### src/rtl/ir_multi_detect_if.sv
// Handshake/data bundle between adc_control, the IR line detector and the LED/steering logic.
interface ir_multi_detect_if #(
   parameter int NCH = 3,
   parameter int DW  = 12
);
   localparam int ACW = $clog2(NCH+1);

   logic              enable;
   logic              sample_valid;
   logic [NCH*DW-1:0] sample_data;
   logic [DW-1:0]     thr_hi;
   logic [DW-1:0]     thr_lo;
   logic [NCH-1:0]    det;
   logic              det_change;
   logic [ACW-1:0]    active_cnt;

   modport master (
      output enable, sample_valid, sample_data, thr_hi, thr_lo,
      input  det, det_change, active_cnt
   );

   modport slave (
      input  enable, sample_valid, sample_data, thr_hi, thr_lo,
      output det, det_change, active_cnt
   );
endinterface

### src/rtl/ir_multi_detect.sv
// Per-channel hysteresis + debounce line detector with a shared change pulse and active count.
// One ir_ch lane per channel; the top only merges flip strobes and counts set bits.
module ir_ch #(
   parameter int DW      = 12,
   parameter int DEB_CNT = 4,
   parameter int CNTW    = 3
) (
   input  logic          clk_50,
   input  logic          rst_n,
   input  logic          enable,
   input  logic          sample_valid,
   input  logic [DW-1:0] s,
   input  logic [DW-1:0] thr_hi,
   input  logic [DW-1:0] thr_lo,
   output logic          det,
   output logic          flip
);
   localparam logic [CNTW-1:0] CNT_LAST = CNTW'(DEB_CNT-1);

   logic            det_q, det_d;
   logic [CNTW-1:0] cnt_q, cnt_d;
   logic            disagree;

   always_comb begin
      det_d    = det_q;
      cnt_d    = cnt_q;
      flip     = 1'b0;
      // Evidence only counts when it argues against the current state.
      disagree = det_q ? (s < thr_lo) : (s > thr_hi);
      if (!enable) begin
         cnt_d = '0;
      end else if (sample_valid) begin
         if (!disagree) begin
            cnt_d = '0;
         end else if (cnt_q == CNT_LAST) begin
            det_d = ~det_q;
            cnt_d = '0;
            flip  = 1'b1;
         end else begin
            cnt_d = cnt_q + CNTW'(1);
         end
      end
   end

   always_ff @(posedge clk_50 or negedge rst_n) begin
      if (!rst_n) begin
         det_q <= 1'b0;
         cnt_q <= '0;
      end else begin
         det_q <= det_d;
         cnt_q <= cnt_d;
      end
   end

   assign det = det_q;
endmodule

module ir_multi_detect #(
   parameter int NCH     = 3,
   parameter int DW      = 12,
   parameter int DEB_CNT = 4,
   parameter int CNTW    = $clog2(DEB_CNT+1)
) (
   input logic              clk_50,
   input logic              rst_n,
   ir_multi_detect_if.slave bus
);
   localparam int ACW = $clog2(NCH+1);

   logic [NCH-1:0] det;
   logic [NCH-1:0] flip;
   logic           det_change_q, det_change_d;
   logic [ACW-1:0] active_cnt;

   for (genvar i = 0; i < NCH; i++) begin : g_ch
      ir_ch #(
         .DW      (DW),
         .DEB_CNT (DEB_CNT),
         .CNTW    (CNTW)
      ) u_ch (
         .clk_50       (clk_50),
         .rst_n        (rst_n),
         .enable       (bus.enable),
         .sample_valid (bus.sample_valid),
         .s            (bus.sample_data[i*DW +: DW]),
         .thr_hi       (bus.thr_hi),
         .thr_lo       (bus.thr_lo),
         .det          (det[i]),
         .flip         (flip[i])
      );
   end

   // Lanes already suppress flips when disabled or idle, so OR-ing them is enough.
   always_comb begin
      det_change_d = |flip;
   end

   always_ff @(posedge clk_50 or negedge rst_n) begin
      if (!rst_n) det_change_q <= 1'b0;
      else        det_change_q <= det_change_d;
   end

   always_comb begin
      active_cnt = '0;
      for (int i = 0; i < NCH; i++) active_cnt = active_cnt + ACW'(det[i]);
   end

   assign bus.det        = det;
   assign bus.det_change = det_change_q;
   assign bus.active_cnt = active_cnt;
endmodule

### src/flat_wrapper.sv
// flat-port wrapper written by rule: the top's interface ports become plain ports
module ir_multi_detect_flat 
#(
   parameter int NCH     = 3,
   parameter int DW      = 12,
   parameter int DEB_CNT = 4,
   parameter int CNTW    = $clog2(DEB_CNT+1)
)
  (clk_50, rst_n, bus_enable, bus_sample_valid, bus_sample_data, bus_thr_hi, bus_thr_lo, bus_det, bus_det_change, bus_active_cnt);
  ir_multi_detect_if #(.NCH(NCH), .DW(DW)) bus_i ();
  input logic clk_50;
  input logic rst_n;
  input wire logic [$bits(bus_i.enable)-1:0] bus_enable;
  input wire logic [$bits(bus_i.sample_valid)-1:0] bus_sample_valid;
  input wire logic [$bits(bus_i.sample_data)-1:0] bus_sample_data;
  input wire logic [$bits(bus_i.thr_hi)-1:0] bus_thr_hi;
  input wire logic [$bits(bus_i.thr_lo)-1:0] bus_thr_lo;
  output wire logic [$bits(bus_i.det)-1:0] bus_det;
  output wire logic [$bits(bus_i.det_change)-1:0] bus_det_change;
  output wire logic [$bits(bus_i.active_cnt)-1:0] bus_active_cnt;
  assign bus_i.enable = bus_enable;
  assign bus_i.sample_valid = bus_sample_valid;
  assign bus_i.sample_data = bus_sample_data;
  assign bus_i.thr_hi = bus_thr_hi;
  assign bus_i.thr_lo = bus_thr_lo;
  assign bus_det = bus_i.det;
  assign bus_det_change = bus_i.det_change;
  assign bus_active_cnt = bus_i.active_cnt;
  ir_multi_detect #(.NCH(NCH), .DW(DW), .DEB_CNT(DEB_CNT), .CNTW(CNTW)) u_core (.clk_50(clk_50), .rst_n(rst_n), .bus(bus_i));
endmodule
### config.mk
export PLATFORM = sky130hd
export DESIGN_NAME = ir_multi_detect_flat
export DESIGN_NICKNAME = d
export VERILOG_FILES = /design/src/rtl/ir_multi_detect_if.sv /design/src/rtl/ir_multi_detect.sv /design/src/flat_wrapper.sv
export SDC_FILE = /design/constraint.sdc
export NUM_CORES = 1
export LEC_CHECK = 0
export ABC_AREA = 1
export BUFFER_PORTS_ARGS = -buffer_cell sky130_fd_sc_hd__buf_2
export CAP_MARGIN = 5
export CORE_ASPECT_RATIO = 1.75
export CORE_MARGIN = 4
export CORE_UTILIZATION = 50
export CTS_BUF_LIST = sky130_fd_sc_hd__clkbuf_8
export DETAILED_ROUTE_END_ITERATION = 7
export GPL_TIMING_DRIVEN = 0
export PLACE_DENSITY = 0.77
export SYNTH_ARGS = -nofsm -noshare
export SYNTH_HDL_FRONTEND = slang
export SYNTH_SLANG_ARGS = --single-unit
### constraint.sdc
create_clock -name clk_50 -period 1.3 [get_ports clk_50]
set_input_delay 0.065 -clock clk_50 [delete_from_list [all_inputs] [get_ports clk_50]]
set_output_delay 0.065 -clock clk_50 [all_outputs]
set_load 0.01 [all_outputs]
* Word level (Yosys, flattened, before mapping)
Cells that the tools add are included.
Storage, ports and cells: flip-flop bits (word level) 13, input bits 64, output and inout bits 6, word-level logic and storage cells 56
Operators by class: add/subtract/negate cells 5, $lt $le $gt $ge 6, eq/ne operators 4, mux-type cells 27, bitwise operators 3, reduce and logical (&&, ||, !) cells 4
Operators by type and width (number):
- $gt A12 B12 Y1 | 3
- $lt A12 B12 Y1 | 3
- $mux W3 | 12
- $mux W1 | 15
- $reduce_and A4 Y1 | 3
- $add A3 B1 Y3 const B | 3
- $eq A3 B2 Y1 const B | 3
- $not A1 Y1 | 3
- $reduce_or A3 Y1 | 1
- $add A1 B1 Y2 | 1
- $add A2 B1 Y2 | 1
- $ne A2 B1 Y1 const B | 1

* Logic depth before layout (Yosys ltp)
word-level depth 6, mapped depth 14, depth with buffers taken out 14

* Cells and area by module
A second synthesis with hierarchy kept.
Second synthesis, totals: cell total of the unflattened synthesis 437, area, all modules 2785.2 µm²
By module, submodules not included:
- ir_ch | instances 3, cells an instance 144, area each 909.6 µm², sequential area each 100.1 µm²
- ir_multi_detect | instances 1, cells an instance 5, area each 56.3 µm², sequential area each 25.0 µm²

* Worst setup path before layout
OpenSTA, ideal clock, no wires.
path type input to register, from input bus_thr_lo[9], to register u_core.g_ch[0].u_ch.det_q, setup time 0.117 ns, arrival time 1.063 ns, data required time 1.183 ns, path slack 0.121 ns, stages 12, buffers on the path 0, path through inv_1 -> ha_1 -> nand2_1 -> inv_1 -> o21ai_0 -> nand3_1 -> nor2_1 -> nand2_1 -> nand2_2 -> nand2_2 -> nand2_1 -> nand2_1
Between the ends: cells in the longest elaborated chain, start to end 3
RTL lines:
- from (decl) | RTL line flat_wrapper.sv:17 | input wire logic [$bits(bus_i.thr_lo)-1:0] bus_thr_lo;
- $lt A12 B12 Y1 | RTL line ir_multi_detect.sv:29 | disagree = det_q ? (s < thr_lo) : (s > thr_hi);
- $mux W1 | RTL line ir_multi_detect.sv:29
- $reduce_and A4 Y1 (no line)
- to (signal assigned) | RTL line ir_multi_detect.sv:50 | det_q <= det_d;
- to (decl) | RTL line ir_multi_detect.sv:20 | logic det_q, det_d;
No other way between the ends. A chain may end at the register's enable or synchronous reset.

* Worst setup path in the final report
from register u_core.g_ch[1].u_ch.det_q, to output bus_active_cnt[0]
Between the ends: cells in the longest elaborated chain, start to end 2
RTL lines:
- from (decl) | RTL line ir_multi_detect.sv:20
- from (signal assigned) | RTL line ir_multi_detect.sv:50
- $add A1 B1 Y2 | RTL line ir_multi_detect.sv:105 | for (int i = 0; i < NCH; i++) active_cnt = active_cnt + ACW'(det[i]);
- $add A2 B1 Y2 | RTL line ir_multi_detect.sv:105
- to (decl) | RTL line flat_wrapper.sv:20 | output wire logic [$bits(bus_i.active_cnt)-1:0] bus_active_cnt;
No other way between the ends.

==> summary.md <==
| Metric | Value |
|---|---|
| DRC | 0 |
| Clock Latency Late Sink | 240 ps |
| WL per Instance | 12.5 um |
| Clk slew on worst S/H paths | 50 ps |
| Post-synthesis sequential area ratio | 13.2% |
| Final Hold Vio Count | 0 |
| Synthesized area | 2460 sq um |
| Switching fraction of total power | 39.1% |
| Placed instance area | 2880 sq um |
| PnR worst setup slack | -84.8 ps |
| Vias per inst | 5.04 |
| Final slew viol count | 0 |
| Post-layout nets | 581 |
| Die H | 101 um |
| Switching power | 672 uW |
| Layout Cells excl Fill | 495 |
| CTS Buf Count | 3 |
| Avg Cell Area, Syn | 6.79 sq um |
| Routed via count | 2493 |
| Syn Inst Count | 363 |
| P_leak | 1.92 nW |
| Synth Warn # | 0 |
| Die ar. | 6160 sq um |
| 1st-pass router iterations | 4 |
| Die Wd | 61.1 um |
| Post-synthesis cell type count | 22 |
| H-Tree Depth | 1 |
| Combinational share of power | 52.8% |
| Util after Layout | 65.0% |
| Hold crit path type | primary input to flop |
| Failing checks | setup timing |
| Final Setup Violations | 2 |
| Status | complete, but fails checks |
| Clk_skew | 2.83 ps |
| Unrepaired setup endpoints after global routing | yes |
| Setup TNS after final layout | -104 ps |
| IO Pins | 70 |
| Final period utilization | 107% |
| Worst slack at placement | -154 ps |
| Total core area | 4750 sq um |
| Final Instance Area | 3090 sq um |
| Initial antenna violation count | 0 |
| Antenna diode count | 0 |
| Setup Crit Path Kind | flop to output port |
| Commonest non-fill, non-tap cells in the layout | nand2_1 (105), buf_2 (69), ha_1 (68) |
| Data arrival time of the worst path | 1320 ps |
| Clock group share of total power | 20.1% |
| Final min period | 1380 ps |
| GRT Total Usage | 21.2% |
| CTS tree | yes |
| Crit path launch type | flop |
| Clk sinks | 13 |
| Largest net degree at the start of global routing | 14 |
| Routed wire length | 6180 um |
| Sequential Power Share | 27.1% |
| Synth Net Count | 500 |
| Slew @ Worst Pin | 593 ps |
| Worst-case clock buffer depth | 2 |
| GP Congestion | 0.847 |
| CP endpoint kind | output port |
| Post-route ant nets | 0 |
| IO Port Bufs | 69 |
| Vias in the first global route | 2426 |
| Slew headroom | 60.3% |
| Worst path required time | 1240 ps |
| Most common cell after layout, fill and taps aside | nand2_1 |
| Peak Freq | 722 MHz |
| Drt initial violations | 82 |
| Max_cap viols | 0 |
| Overall power | 1.72 mW |
| Placed cells | 484 |
| P_int | 1.05 mW |
| PD cells | 557 nW/um^2 |
| Worst Hold Margin | 222 ps |
| Layout cells sized above 1 | 27.5% |
| Total grt overflow | 0 |
| First-pass GRT wire length | 10100 um |
| Peak supply drop | 0.000891 V |
| Count of state elements after synthesis | 13 |
| Dpl hpwl | 5370 um |
| Area growth syn-to-layout | 25.2% |
| Clock root buffer | clkbuf_8 |
| Site Rows | 33 |
| Initial Util | 51.9% |
| Crit-path max FO | 2 |
==> final timing paths <==
path / start / to / slack (ps) / cells after the start
setup / recovery: u_core.g_ch[1].u_ch.det / bus_active_cnt[0] / -80 / 2
hold / removal: bus_sample_valid / u_core.g_ch[1].u_ch.cnt_q[2] / 220 / 4
setup reg to reg: u_core.g_ch[0].u_ch.det / u_core.g_ch[0].u_ch.det / -20 / 10
hold reg to reg: u_core.g_ch[1].u_ch.cnt_q[2] / u_core.g_ch[1].u_ch.cnt_q[2] / 490 / 2
max in group asynchronous: rst_n / u_core.g_ch[1].u_ch.det / 810 / 2
min in group asynchronous: rst_n / u_core.g_ch[0].u_ch.cnt_q[0] / 240 / 2
==> synth_stat cells (all sizes together) <==
cell type  number  share of area (%)
dfrtp          13                 13
inv            67                 10
ha             72                 37
a21o            1               0.30
nand4           5                1.3
o21bai          4                1.2
nand3          24                5.3
o21ai           2               0.41
nor2           23                3.7
nor3            3               0.61
o21a            2               0.61
fa              1               0.81
a21boi          2               0.61
a21oi          23                4.8
nand2         118                 19
buf             3               0.91
==> cell type report <==
type,instances,area [sq um]
Timing Repair Buffer,76,404
Multi-Input combinational cell,280,1970
Sequential cell,13,328
Tap cell,52,65.1
Buffer,3,22.5
Inverter,67,254
Clock inverter,1,3.75
Clock buffer,3,41.3
Fill cell,462,1660
==> state kept, by name (all words and copies together) (netlist names) <==
signal                  cells
u_core.g_ch.u_ch.det        3
u_core.bus.det_change       1
u_core.g_ch.u_ch.cnt_q      9
==> cell families (layout without fill, tap and decap cells) <==
kind of cell	Yosys count	in the layout	synth area share, %
flops	13	13	13.2
simple gates	173	173	30.4
compound gates	34	34	7.97
buf+inv	70	150	11.1
fa+ha+maj	73	73	37.4
==> power groups by stage <==
stage / sequential [mW] / clock [mW] / combinational, mW
2_1_floorplan: 0.466 / 0 / 0.560
5_1_grt: 0.470 / 0.379 / 1.05
3_3_place_gp: 0.472 / 0 / 0.795
4_1_cts: 0.465 / 0.361 / 0.858
6_report: 0.466 / 0.345 / 0.907
3_5_place_dp: 0.474 / 0 / 0.832
==> layer usage <==
metal  GRT usage [%]  up-vias  part of all wire (%)
met4            7.35        0                   1.7
met1            21.3     1105                    35
li1                -     1329                     -
met2            42.0       51                    60
met3            1.67        8                   3.5
met5               0        -                     0
==> critical path: stages, from the launching register on <==
cell	delay, ps
dfrtp_2	420
fa_1	540
buf_2	130
==> timing repair <==
action,4_1_cts,5_1_grt
setup endpoints to repair,3,13
resized for setup,2,22
hold buffers,1,0
endpoints found under the hold margin,13,0
pin swaps,2,19
buffers inserted,4,2
Power figures use the tool's default switching activity.
